### src/rtl/perip_seg_scan_pkg.sv
// Shared constants for the 4-digit 7-segment scanner: off patterns, digit count,
// hex-to-segment table (active-high g..a) and the digit strobe helper.
package perip_seg_scan_pkg;

  localparam int unsigned DIGITS = 4;

  localparam logic [7:0] SEG_OFF = 8'hFF;
  localparam logic [3:0] AN_OFF  = 4'hF;

  typedef logic [1:0] digit_idx_t;

  // Entry i is the active-high g..a pattern for hex value i
  localparam logic [15:0][6:0] HEX_SEG = {
    7'h71, 7'h79, 7'h5E, 7'h39, 7'h7C, 7'h77, 7'h6F, 7'h7F,
    7'h07, 7'h7D, 7'h6D, 7'h66, 7'h4F, 7'h5B, 7'h06, 7'h3F
  };

  function automatic logic [3:0] an_strobe(input digit_idx_t idx);
    logic [3:0] an_v;
    case (idx)
      2'd0:    an_v = 4'b1110;
      2'd1:    an_v = 4'b1101;
      2'd2:    an_v = 4'b1011;
      2'd3:    an_v = 4'b0111;
      default: an_v = AN_OFF;
    endcase
    return an_v;
  endfunction

endpackage

### src/rtl/perip_seg_scan_seg_hex_decode.sv
// Combinational hex digit to active-high g..a segment pattern.
module seg_hex_decode
  import perip_seg_scan_pkg::*;
(
  input  logic [3:0] hex,
  output logic [6:0] gfedcba
);

  // Table lookup of the segment pattern
  always_comb begin
    gfedcba = HEX_SEG[hex];
  end

endmodule

### src/rtl/perip_seg_scan.sv
// Latches two display bytes as four hex digits and scans them onto a shared
// common-anode segment bus. Optional leading-zero blanking: define SEG_LZB_EN.
module perip_seg_scan
  import perip_seg_scan_pkg::*;
#(
  parameter int SCAN_DIV  = 50000,
  parameter int BLANK_CYC = 16
) (
  input  logic        clk,
  input  logic        rst,
  input  logic        ena,
  input  logic [7:0]  val_hi,
  input  logic [7:0]  val_lo,
  input  logic [3:0]  dp_in,
  output logic [7:0]  seg,
  output logic [3:0]  an,
  output logic        slot_tick
);

  // One extra bit so a blank start of SCAN_DIV (no blanking) is representable
  localparam int PW = $clog2(SCAN_DIV + 1);
  localparam logic [PW-1:0] PRESC_LAST  = PW'(SCAN_DIV - 1);
  localparam logic [PW-1:0] BLANK_START = PW'(SCAN_DIV - BLANK_CYC);

  logic [15:0]       val_r;
  logic [DIGITS-1:0] dp_r;
  logic [PW-1:0]     presc_r;
  digit_idx_t        idx_r;
  logic [7:0]        seg_r;
  logic [3:0]        an_r;
  logic              slot_tick_r;

  logic              wrap_s;
  logic              slot_blank_s;
  logic [3:0]        digit_s;
  logic              dp_s;
  logic [6:0]        dec_s;
  logic              lz_blank_s;

  assign wrap_s       = (presc_r == PRESC_LAST);
  assign slot_blank_s = (presc_r >= BLANK_START);

  // Shadow registers for the displayed value
  always_ff @(posedge clk or posedge rst) begin
    if (rst) begin
      val_r <= 16'h0000;
      dp_r  <= 4'h0;
    end else if (ena) begin
      val_r <= {val_hi, val_lo};
      dp_r  <= dp_in;
    end else begin
      val_r <= val_r;
      dp_r  <= dp_r;
    end
  end

  // Slot prescaler and digit index
  always_ff @(posedge clk or posedge rst) begin
    if (rst) begin
      presc_r <= '0;
      idx_r   <= 2'd0;
    end else if (wrap_s) begin
      presc_r <= '0;
      idx_r   <= idx_r + 2'd1;
    end else begin
      presc_r <= presc_r + PW'(1);
      idx_r   <= idx_r;
    end
  end

  // Select the digit and decimal point of the active slot
  always_comb begin
    digit_s = 4'h0;
    dp_s    = 1'b0;
    case (idx_r)
      2'd0: begin digit_s = val_r[3:0];   dp_s = dp_r[0]; end
      2'd1: begin digit_s = val_r[7:4];   dp_s = dp_r[1]; end
      2'd2: begin digit_s = val_r[11:8];  dp_s = dp_r[2]; end
      2'd3: begin digit_s = val_r[15:12]; dp_s = dp_r[3]; end
      default: begin digit_s = 4'h0; dp_s = 1'b0; end
    endcase
  end

  seg_hex_decode u_dec (
    .hex     (digit_s),
    .gfedcba (dec_s)
  );

`ifdef SEG_LZB_EN
  // A digit is a leading zero when it and everything above it is zero with no dp
  always_comb begin
    lz_blank_s = 1'b0;
    case (idx_r)
      2'd0: lz_blank_s = 1'b0;
      2'd1: lz_blank_s = (val_r[15:4]  == 12'h000) && (dp_r[3:1] == 3'b000);
      2'd2: lz_blank_s = (val_r[15:8]  == 8'h00)   && (dp_r[3:2] == 2'b00);
      2'd3: lz_blank_s = (val_r[15:12] == 4'h0)    && (dp_r[3]   == 1'b0);
      default: lz_blank_s = 1'b0;
    endcase
  end
`else
  // Every digit is always shown
  always_comb begin
    lz_blank_s = 1'b0;
  end
`endif

  // Registered pin drivers
  always_ff @(posedge clk or posedge rst) begin
    if (rst) begin
      seg_r       <= SEG_OFF;
      an_r        <= AN_OFF;
      slot_tick_r <= 1'b0;
    end else begin
      slot_tick_r <= wrap_s;
      if (slot_blank_s) begin
        seg_r <= SEG_OFF;
        an_r  <= AN_OFF;
      end else if (lz_blank_s) begin
        seg_r <= SEG_OFF;
        an_r  <= an_strobe(idx_r);
      end else begin
        seg_r <= {~dp_s, ~dec_s};
        an_r  <= an_strobe(idx_r);
      end
    end
  end

  assign seg       = seg_r;
  assign an        = an_r;
  assign slot_tick = slot_tick_r;

endmodule
### config.mk
export PLATFORM = sky130hd
export DESIGN_NAME = perip_seg_scan
export DESIGN_NICKNAME = d
export VERILOG_FILES = /design/src/rtl/perip_seg_scan_pkg.sv /design/src/rtl/perip_seg_scan_seg_hex_decode.sv /design/src/rtl/perip_seg_scan.sv
export SDC_FILE = /design/constraint.sdc
export NUM_CORES = 1
export LEC_CHECK = 0
export ABC_AREA = 1
export CAP_MARGIN = 25
export CORE_ASPECT_RATIO = 1.75
export CORE_MARGIN = 2
export CORE_UTILIZATION = 55
export CTS_CLUSTER_SIZE = 10
export DETAILED_ROUTE_END_ITERATION = 12
export GPL_ROUTABILITY_DRIVEN = 0
export PLACE_DENSITY_LB_ADDON = 0.25
export SLEW_MARGIN = 25
export SYNTH_ARGS = -nofsm -noshare
export SYNTH_HDL_FRONTEND = slang
export SYNTH_SLANG_ARGS = --single-unit
export TNS_END_PERCENT = 50
### constraint.sdc
create_clock -name clk -period 4.5 [get_ports clk]
set_input_delay 0.9 -clock clk [delete_from_list [all_inputs] [get_ports clk]]
set_output_delay 0.9 -clock clk [all_outputs]
set_load 0.01 [all_outputs]
==> results of run 1 <==
## metrics by stage
step	cells	total power, mW	setup slack, ns	utilization (%)	area, sq um
6_report	356	0.900	2.24	68.9	3060
5_1_grt	356	0.939	2.21	68.9	3060
4_1_cts	356	0.909	2.22	68.8	3060
3_5_place_dp	348	0.643	1.97	66.8	2970
3_3_place_gp	348	0.639	2.02	66.8	2970
2_1_floorplan	264	0.585	2.39	-	2560
## power by group through the flow
stage | Clock [mW] | Sequential, mW | Combinational (mW)
2_1_floorplan | 0 | 0.519 | 0.0657
3_3_place_gp | 0 | 0.516 | 0.124
3_5_place_dp | 0 | 0.517 | 0.127
4_1_cts | 0.274 | 0.508 | 0.127
5_1_grt | 0.290 | 0.511 | 0.139
6_report | 0.266 | 0.508 | 0.126
## cell type report
cell class,instances,area [sq um],area share [%]
Inverter,30,116,3.80
Timing Repair Buffer,35,350,11.4
Tap cell,51,63.8,2.09
Clock inverter,1,5.00,0.164
Multi-Input combinational cell,181,1150,37.5
Clock buffer,7,86.3,2.82
Sequential cell,51,1290,42.2
## final timing paths
path                            end  slack, ns  cells past startpoint
max                           an[2]       2.24                      1
min                          seg[7]       0.46                      1
max reg2reg                  seg[3]       2.52                     10
min reg2reg                  seg[7]       0.46                      1
max in group asynchronous  idx_r[0]       2.94                      2
min in group asynchronous   dp_r[3]       1.06                      2
## layout by cell type (no fill, tap or decap), drive strengths merged
| cell | n |
|---|---|
| nand2 | 65 |
| dfrtp | 39 |
| clkdlybuf4s50 | 35 |
| inv | 28 |
| nor2 | 27 |
| mux2 | 19 |
| nand3 | 19 |
| dfstp | 12 |
| xor2 | 10 |
| ha | 10 |
| o21ai | 8 |
| clkbuf | 7 |
| a21oi | 6 |
| nor3 | 5 |
| nand4 | 4 |
| o21bai | 3 |
| clkinv | 3 |
| o211ai | 2 |
| and2 | 1 |
| a31oi | 1 |
| nand3b | 1 |
## registers in the layout (all words and copies together) (netlist names)
name       flops
val_r         16
seg            8
slot_tick      1
dp_r           4
idx_r          2
presc_r       16
an             4
## kinds of logic (layout without fill, tap and decap cells)
logic type | after synthesis | count (layout) | share of synthesized area (%)
DFF | 51 | 51 | 50.4
buffers and inverters | 32 | 73 | 4.88
and+or+nand+nor | 122 | 122 | 22.8
AOI/OAI and AO/OA | 20 | 20 | 5.27
xor gates and xnor gates | 10 | 10 | 3.42
adders and majority gates | 10 | 10 | 4.88
muxes | 19 | 19 | 8.35
## layer usage
layer / GRT usage, % / part of all wire (%)
met5: 0 / 0
met4: 9.76 / 2.1
met3: 3.72 / 3.4
met2: 41.2 / 59
met1: 20.1 / 35
==> results.toml, run 1 <==
[synth]
synth.most_common_cell = "nand2_1"
netlist_area_sq_mm = 0.00256
synth_seq_cells = 51
yosysSeqAreaShare_pct = 50.4
synth_nets = 297
netlist_instances = 264
yosysUniqueCellTypes = 32
yosys.area.top_type = "dfrtp_1"
syn_avg_cell_area_sq_um = 9.71
synth_common_cells = "62 x nand2_1, 39 x dfrtp_1, 22 x inv_1"
synth_edf_count = 0
async_flop_share_pct = 100
yosysTopAreaCellShare_pct = 38.1
ys.flop_type = "dfrtp_1"
synthTopCellsByArea = "dfrtp_1 38%, dfstp_2 12%, nand2_1 9.1%"
ys_warn_count = 0

[pwr]
combPwrFrac_pct = 14.0
internal_power_mw = 0.687
pwr-share-clk_pct = 29.6
power_density_mw_per_mm2 = 294
power.leakage_nw = 1.40
switching_share_pct = 23.7
p_switching_mw = 0.214
seqPwrFrac_pct = 56.4
vdd.ir_drop.worst_mv = 0.244

[clock_tree]
clkTransAtPathRegs_ns = 0.09
cts_buffer_depth = 2
cts-buffers-inserted = 5
clock-root-buffer = "clkbuf_8"
cts-htree-levels = 2
cts_resized = 0
numClockSinks = 51
cts_hold_buf = 0
cts_tree = "done"
cts_post_setup_buffers_inserted = 0
clkLatencyLatePin_ns = 0.30

[critical_path]
crit_chain = "clkdlybuf4s50_1"
endpoint_kind = "primary output"
r2r_start = "idx_r[0]"
startpoint = "an[2]"
worstSetupStartpointType = "register"
path_class = "reg -> out"
critPathTopFamily = "flip-flops"
worst-path-max-fanout = 1
worst_ep_arrival_time_ns = 1.36
max_stage_delay_ns = 0.53
required_ns = 3.60
slowest_stage = "dfstp_2"
path_buf_inv = 1

[final_layout]
drive_above_1_share_pct = 21.0
nets = 337
fillers = 354
area_delta_synth_final_pct = 19.4
antenna_cells = 0

[sta]
hold_viol_final = 0
setup-tns-final_ns = 0
final-max-slew-violation-count = 0
whs_ns = 0.457
min_period_ns = 2.26
fin_crit_sh_pct = 50.2
tightest_slew_ns = 0.896
finalSetupViolCount = 0
max_freq_ghz = 0.443
relSlewSlack_pct = 40.1
clock_skew_ns = 0.0107
rsz0062_at_grt = "false"

[drt]
wl_per_cell_microns = 13.8
drtAntennaViolNets = 0
wl_microns = 4910
drc = 0
avgViaCountPerCell = 5.41
firstDrtPassIters = 4
num_vias = 1925
drtIter0Drc = 44

[die]
row_count = 32
die_w_microns = 55.6
pin_count = 36
dieArea_sq_mm = 0.00525
core_area_sq_mm = 0.00444
start_util_pct = 57.7
fp.dieH_microns = 94.3

[min_path]
hp-start = "dp_r[0]"
hold_path_class = "reg -> reg"

[run]
cap_violations = 0

[placement]
numPortBuffers = 35
hpwlAfterDp_microns = 3750

[global_routing]
grt_max_degree = 52
grt_pass1_vias = 1946
grt_pass1_wl_microns = 8420
grtUsageTotal_pct = 20.8
grt_overflow_total = 0
antenna_found_initial = 0

[run_status]
status = "complete, no violations"
No activity file was read; power rests on OpenSTA's default activity.
==> inputs of run 2 (changes only) <==
--- a/config.mk
+++ b/config.mk
@@ -9,7 +9,7 @@
 export CAP_MARGIN = 25
 export CORE_ASPECT_RATIO = 1.75
 export CORE_MARGIN = 2
-export CORE_UTILIZATION = 55
+export CORE_UTILIZATION = 54
 export CTS_CLUSTER_SIZE = 10
 export DETAILED_ROUTE_END_ITERATION = 12
 export GPL_ROUTABILITY_DRIVEN = 0
==> constraint.sdc (replaced) <==
create_clock -name clk -period 2.3 [get_ports clk]
set_input_delay 0.46 -clock clk [delete_from_list [all_inputs] [get_ports clk]]
set_output_delay 0.46 -clock clk [all_outputs]
set_load 0.01 [all_outputs]
==> results.toml, run 2 (synthesis gave the netlist of run 1 again) <==
[clock_tree]
cts-buffers-inserted = 5
cts_hold_buf = 0
cts_post_setup_buffers_inserted = 0
cts_tree = "done"
clkTransAtPathRegs_ns = 0.09
cts_buffer_depth = 2
cts-htree-levels = 2
numClockSinks = 51
clock-root-buffer = "clkbuf_8"
cts_resized = 0
clkLatencyLatePin_ns = 0.30

[pwr]
power_density_mw_per_mm2 = 573
power.leakage_nw = 1.41
combPwrFrac_pct = 14.2
total_power_mw = 1.77
p_switching_mw = 0.424
internal_power_mw = 1.35
vdd.ir_drop.worst_mv = 0.548
pwr-share-clk_pct = 29.5
seqPwrFrac_pct = 56.3
switching_share_pct = 23.9

[critical_path]
critPathTopFamily = "adder cells"
crit_chain = "inv_1, ha_1, inv_4, nand2_1, o21bai_1, ha_1, nand3_1, nand3_1, nand2_1"
slowest_stage = "dfrtp_1"
max_stage_delay_ns = 0.38
worstSetupStartpointType = "register"
path_buf_inv = 2
required_ns = 2.55
endpoint_kind = "register"
path_class = "reg -> reg"
worst_ep_arrival_time_ns = 2.20
worst-path-max-fanout = 8

[final_layout]
final_core_util_pct = 66.7
layout_common_cells = "62 x nand2_1, 39 x dfrtp_1, 35 x clkdlybuf4s50_1, 21 x inv_1, 21 x nor2_1"
antenna_cells = 0
finalNonFillerCells = 359
drive_above_1_share_pct = 21.2
final_area_sq_mm = 0.00309
final-seq-area_sq_mm = 0.00129
final_common_cell = "nand2_1"
fillers = 357
area_delta_synth_final_pct = 20.4
multi_input_area_sq_mm = 0.00115
nets = 339

[global_routing]
grt_overflow_total = 0
antenna_found_initial = 0
grt_pass1_wl_microns = 8460
grtUsageTotal_pct = 20.6
grt_max_degree = 52
grt_pass1_vias = 2029

[die]
core_area_sq_mm = 0.00462
fp.dieH_microns = 95.2
start_util_pct = 55.4
row_count = 33
pin_count = 36
dieArea_sq_mm = 0.00534
die_w_microns = 56.1

[drt]
drtAntennaViolNets = 0
wl_per_cell_microns = 14.1
drtIter0Drc = 35
drc = 0
firstDrtPassIters = 4
avgViaCountPerCell = 5.30
num_vias = 1901
wl_microns = 5070

[sta]
hold_viol_final = 0
max_freq_ghz = 0.513
tightest_slew_ns = 0.423
whs_ns = 0.463
setup_slack_ns = 0.349
min_period_ns = 1.95
relSlewSlack_pct = 71.7
finalSetupViolCount = 0
clock_skew_ns = 0.00425
fin_crit_sh_pct = 84.8
rsz0062_at_grt = "false"
setup-tns-final_ns = 0
final-max-slew-violation-count = 0

[placement]
hpwlAfterDp_microns = 3870
numPortBuffers = 35
dpl_cell_area_sq_mm = 0.00300
dp_slack_ns = 0.388
dp.cells = 351

[min_path]
hold_path_class = "reg -> reg"

[run]
cap_violations = 0

[run_status]
status = "complete, no violations"
## run 2: metal layers
metal  GRT usage [%]  vias up  part of all wire (%)
li1                -      934                     -
met1            18.5      901                    36
met2            40.6       46                    56
met3            3.12       20                   3.3
met4            14.7        0                   4.9
met5               0        -                     0
## run 2: cell type report
type / instances / area share [%]
Inverter: 30 / 3.73
Clock buffer: 7 / 2.80
Tap cell: 52 / 2.11
Multi-Input combinational cell: 181 / 37.2
Sequential cell: 51 / 41.8
Clock inverter: 1 / 0.122
Timing Repair Buffer: 37 / 12.2
## run 2: worst paths after layout
| path | from | to | slack, ns | cells past startpoint |
|---|---|---|---|---|
| worst max-delay path | idx_r[0] | seg[3] | 0.35 | 9 |
| worst min-delay path | presc_r[0] | presc_r[0] | 0.46 | 1 |
| worst max register to register | idx_r[0] | seg[3] | 0.35 | 9 |
| worst min register to register | presc_r[0] | presc_r[0] | 0.46 | 1 |
| max in group asynchronous | rst | seg[6] | 1.51 | 3 |
| min in group asynchronous | rst | val_r[4] | 0.50 | 3 |
## run 2: power groups by stage
stage               Sequential (mW)  Clock [mW]  Combinational (mW)
floorplan                      1.02           0               0.129
global placement               1.01           0               0.248
detailed placement             1.01           0               0.253
CTS                           0.997       0.539               0.254
global route                   1.00       0.568               0.277
finish                        0.996       0.522               0.251
==> RTL change (settings of run 1) <==
Make the reset (`rst`) synchronous in 3 clocked blocks.
--- a/src/rtl/perip_seg_scan.sv
+++ b/src/rtl/perip_seg_scan.sv
@@ -41,7 +41,7 @@
   assign slot_blank_s = (presc_r >= BLANK_START);
 
   // Shadow registers for the displayed value
-  always_ff @(posedge clk or posedge rst) begin
+  always_ff @(posedge clk) begin
     if (rst) begin
       val_r <= 16'h0000;
       dp_r  <= 4'h0;
@@ -55,7 +55,7 @@
   end
 
   // Slot prescaler and digit index
-  always_ff @(posedge clk or posedge rst) begin
+  always_ff @(posedge clk) begin
     if (rst) begin
       presc_r <= '0;
       idx_r   <= 2'd0;
@@ -106,7 +106,7 @@
 `endif
 
   // Registered pin drivers
-  always_ff @(posedge clk or posedge rst) begin
+  always_ff @(posedge clk) begin
     if (rst) begin
       seg_r       <= SEG_OFF;
       an_r        <= AN_OFF;
Formal check against the unedited RTL: differs if rst is asserted again (counterexample within 4 cycles, from zero or initial values and one cycle with rst high); with rst held inactive, the same outputs for 10 cycles.
==> RTL change against run 1 <==
  * Sequential share of layout area decreased by 6.3 points
  * Synthesized cell count increased by 27%
  * Utilization decreased by 0.25 points
  * Sequential cell count unchanged
  * Power decreased by 6.2%
  * Worst hold slack improved by 0.018 ns
  * Critical path depth increased by 10
  * Maximum frequency decreased by 13%
  * Clock skew increased by 0.0075 ns
  * Design area decreased by 7.0%
  * Critical endpoint is now seg[5]
  * Synthesized area decreased by 6.8%
  * Highest routed layer unchanged
  * Routed wire length increased by 0.92%
  * Setup slack got worse by 0.33 ns
==> RTL change: results (changes against run 1) <==
Logic synthesis
  – Most frequent cells after synthesis: nand2_1, nor2_1, dfxtp_1
  – Post-synth cell types: 24 (-25%)
  – Syn Nets: 371 (+25%)
  – Synth Flop Type: dfxtp_1
  – Sequential-to-total area share from yosys stat: 42.7% (-7.6 points)
  – Top post-synthesis cells by area: dfxtp_1, nand2_1, nor2_1, ha_1, nand3_1
  – Asr flop ratio synth: 0% (-100 points)

GRT
  – Vias in the first global route: 2123 (+9.1%)
  – Largest net degree at the start of global routing: 24 (-54%)
  – Initial antenna violation count: 0 (unchanged)
  – First-pass GRT wire length: 8.74 mm (+3.7%)
  – Grt met3 use: 3.45% (-0.27 points)
  – GRT Resource Usage Total: 23.1% (+2.4 points)
  – Busiest grt layer: met2
  – Met1 Usage GRT: 24.2% (+4.1 points)
  – GRT met2 Usage: 42.0% (+0.80 points)

Critical path
  – Arr. time, crit path: 2.79 ns (+1.43 ns)
  – Top Family by Delay on Critical Path: compound AO/OA/AOI/OAI gates
  – CP max stage cell: o21ai_0
  – CP peak stage delay: 0.60 ns (+0.07 ns)
  – Setup crit end: seg[5]
  – CP max FO: 8 (+7)
  – Reg2reg path depth: 11 (+1)
  – Worst r2r src: idx_r[0]
  – WS Path Type: flip-flop to flip-flop
  – Register-to-register setup slack: 1.91 ns (-0.61 ns)

Drt
  – Wire length on met3: 120 um (-28%)
  – Vias/cell: 5.16 (-4.5%)
  – Metal2 WL: 2.68 mm (-8.1%)
  – Highest metal used: met4
  – Drt initial violations: 52 (+18%)
  – Metal1 wirelength: 2.00 mm (+16%)
  – Routed wire length per instance: 11.8 um (-14%)

STA
  – Clk_skew: 0.0182 ns (+0.00752 ns)
  – Slew margin rel.: 50.8% (+11 points)

Place
  – IO buf count: 35 (unchanged)
  – DP HPWL: 3.79 mm (+1.0%)

Power
  – Max VDD drop: 0.268 mV (+9.9%)
  – LEAKAGE: 0.00118 uW (-16%)

Min path
  – Min-Delay Endpoint: val_r[0]
  – Hold Crit Start: val_r[0]
  – Hold Crit Depth: 2 (+1)

Cells and area
  – Antenna cells: 0 (unchanged)
  – Layout fillers: 363 (+2.5%)
  – Nets@finish: 406 (+20%)
  – Layout cells sized above 1: 5.93% (-15 points)

Clocking
  – H-Tree Depth: 2 (unchanged)
  – Number of CTS-inserted buffers: 5 (unchanged)
  – Clk root buf: clkbuf_8

Outcome
  – Outcome: completed
-- RTL change: changes by cell type in the layout (fill, tap and decap cells not counted), moves of 17 or more --
cell     delta
nand2_1    +17
dfxtp_1    +51
nor2_1     +47
mux2_2     -19
dfrtp_1    -39
o21ai_0    +20
-- RTL change: where the power goes --
| group | switching [uW] | total, uW | internal [uW] |
|---|---|---|---|
| registers | 9.57 | 482 | 473 |
| logic | 49.8 | 98.3 | 48.5 |
| clock network | 155 | 264 | 108 |
| total | 215 | 845 | 630 |
-- RTL change: area by class of cell --
type	instances	area, um^2	share of cell area [%]
clock buffer	5	68.8	2.42
clock inverter	3	20.0	0.703
inverter	28	105	3.69
multi-input combinational	249	1220	42.9
sequential	51	1020	35.9
tap	49	61.3	2.15
timing repair buffer	35	350	12.3
-- RTL change: through the flow --
| step | instances | utilization, % | worst slack (ns) | cell area [um^2] | hold slack [ns] |
|---|---|---|---|---|---|
| CTS | 420 | 68.6 | 1.93 | 2850 | 0.471 |
| detailed placement | 412 | 66.5 | 1.92 | 2760 | 0.457 |
| global placement | 412 | 66.5 | 1.98 | 2760 | 0.447 |
| global route | 420 | 68.6 | 1.65 | 2850 | 0.503 |
| finish | 420 | 68.6 | 1.91 | 2850 | 0.476 |
| floorplan | 335 | - | 2.38 | 2390 | 0.430 |
-- RTL change: cells by family (layout without fill, tap and decap cells) --
| family | count (synthesis) | after routing | share of synthesized area (%) |
|---|---|---|---|
| compound gates | 39 | 39 | 8.22 |
| fa+ha+maj | 13 | 13 | 6.81 |
| simple gates | 192 | 192 | 34.3 |
| xor+xnor | 5 | 5 | 1.83 |
| flops | 51 | 51 | 42.7 |
| buf+inv | 35 | 71 | 6.13 |
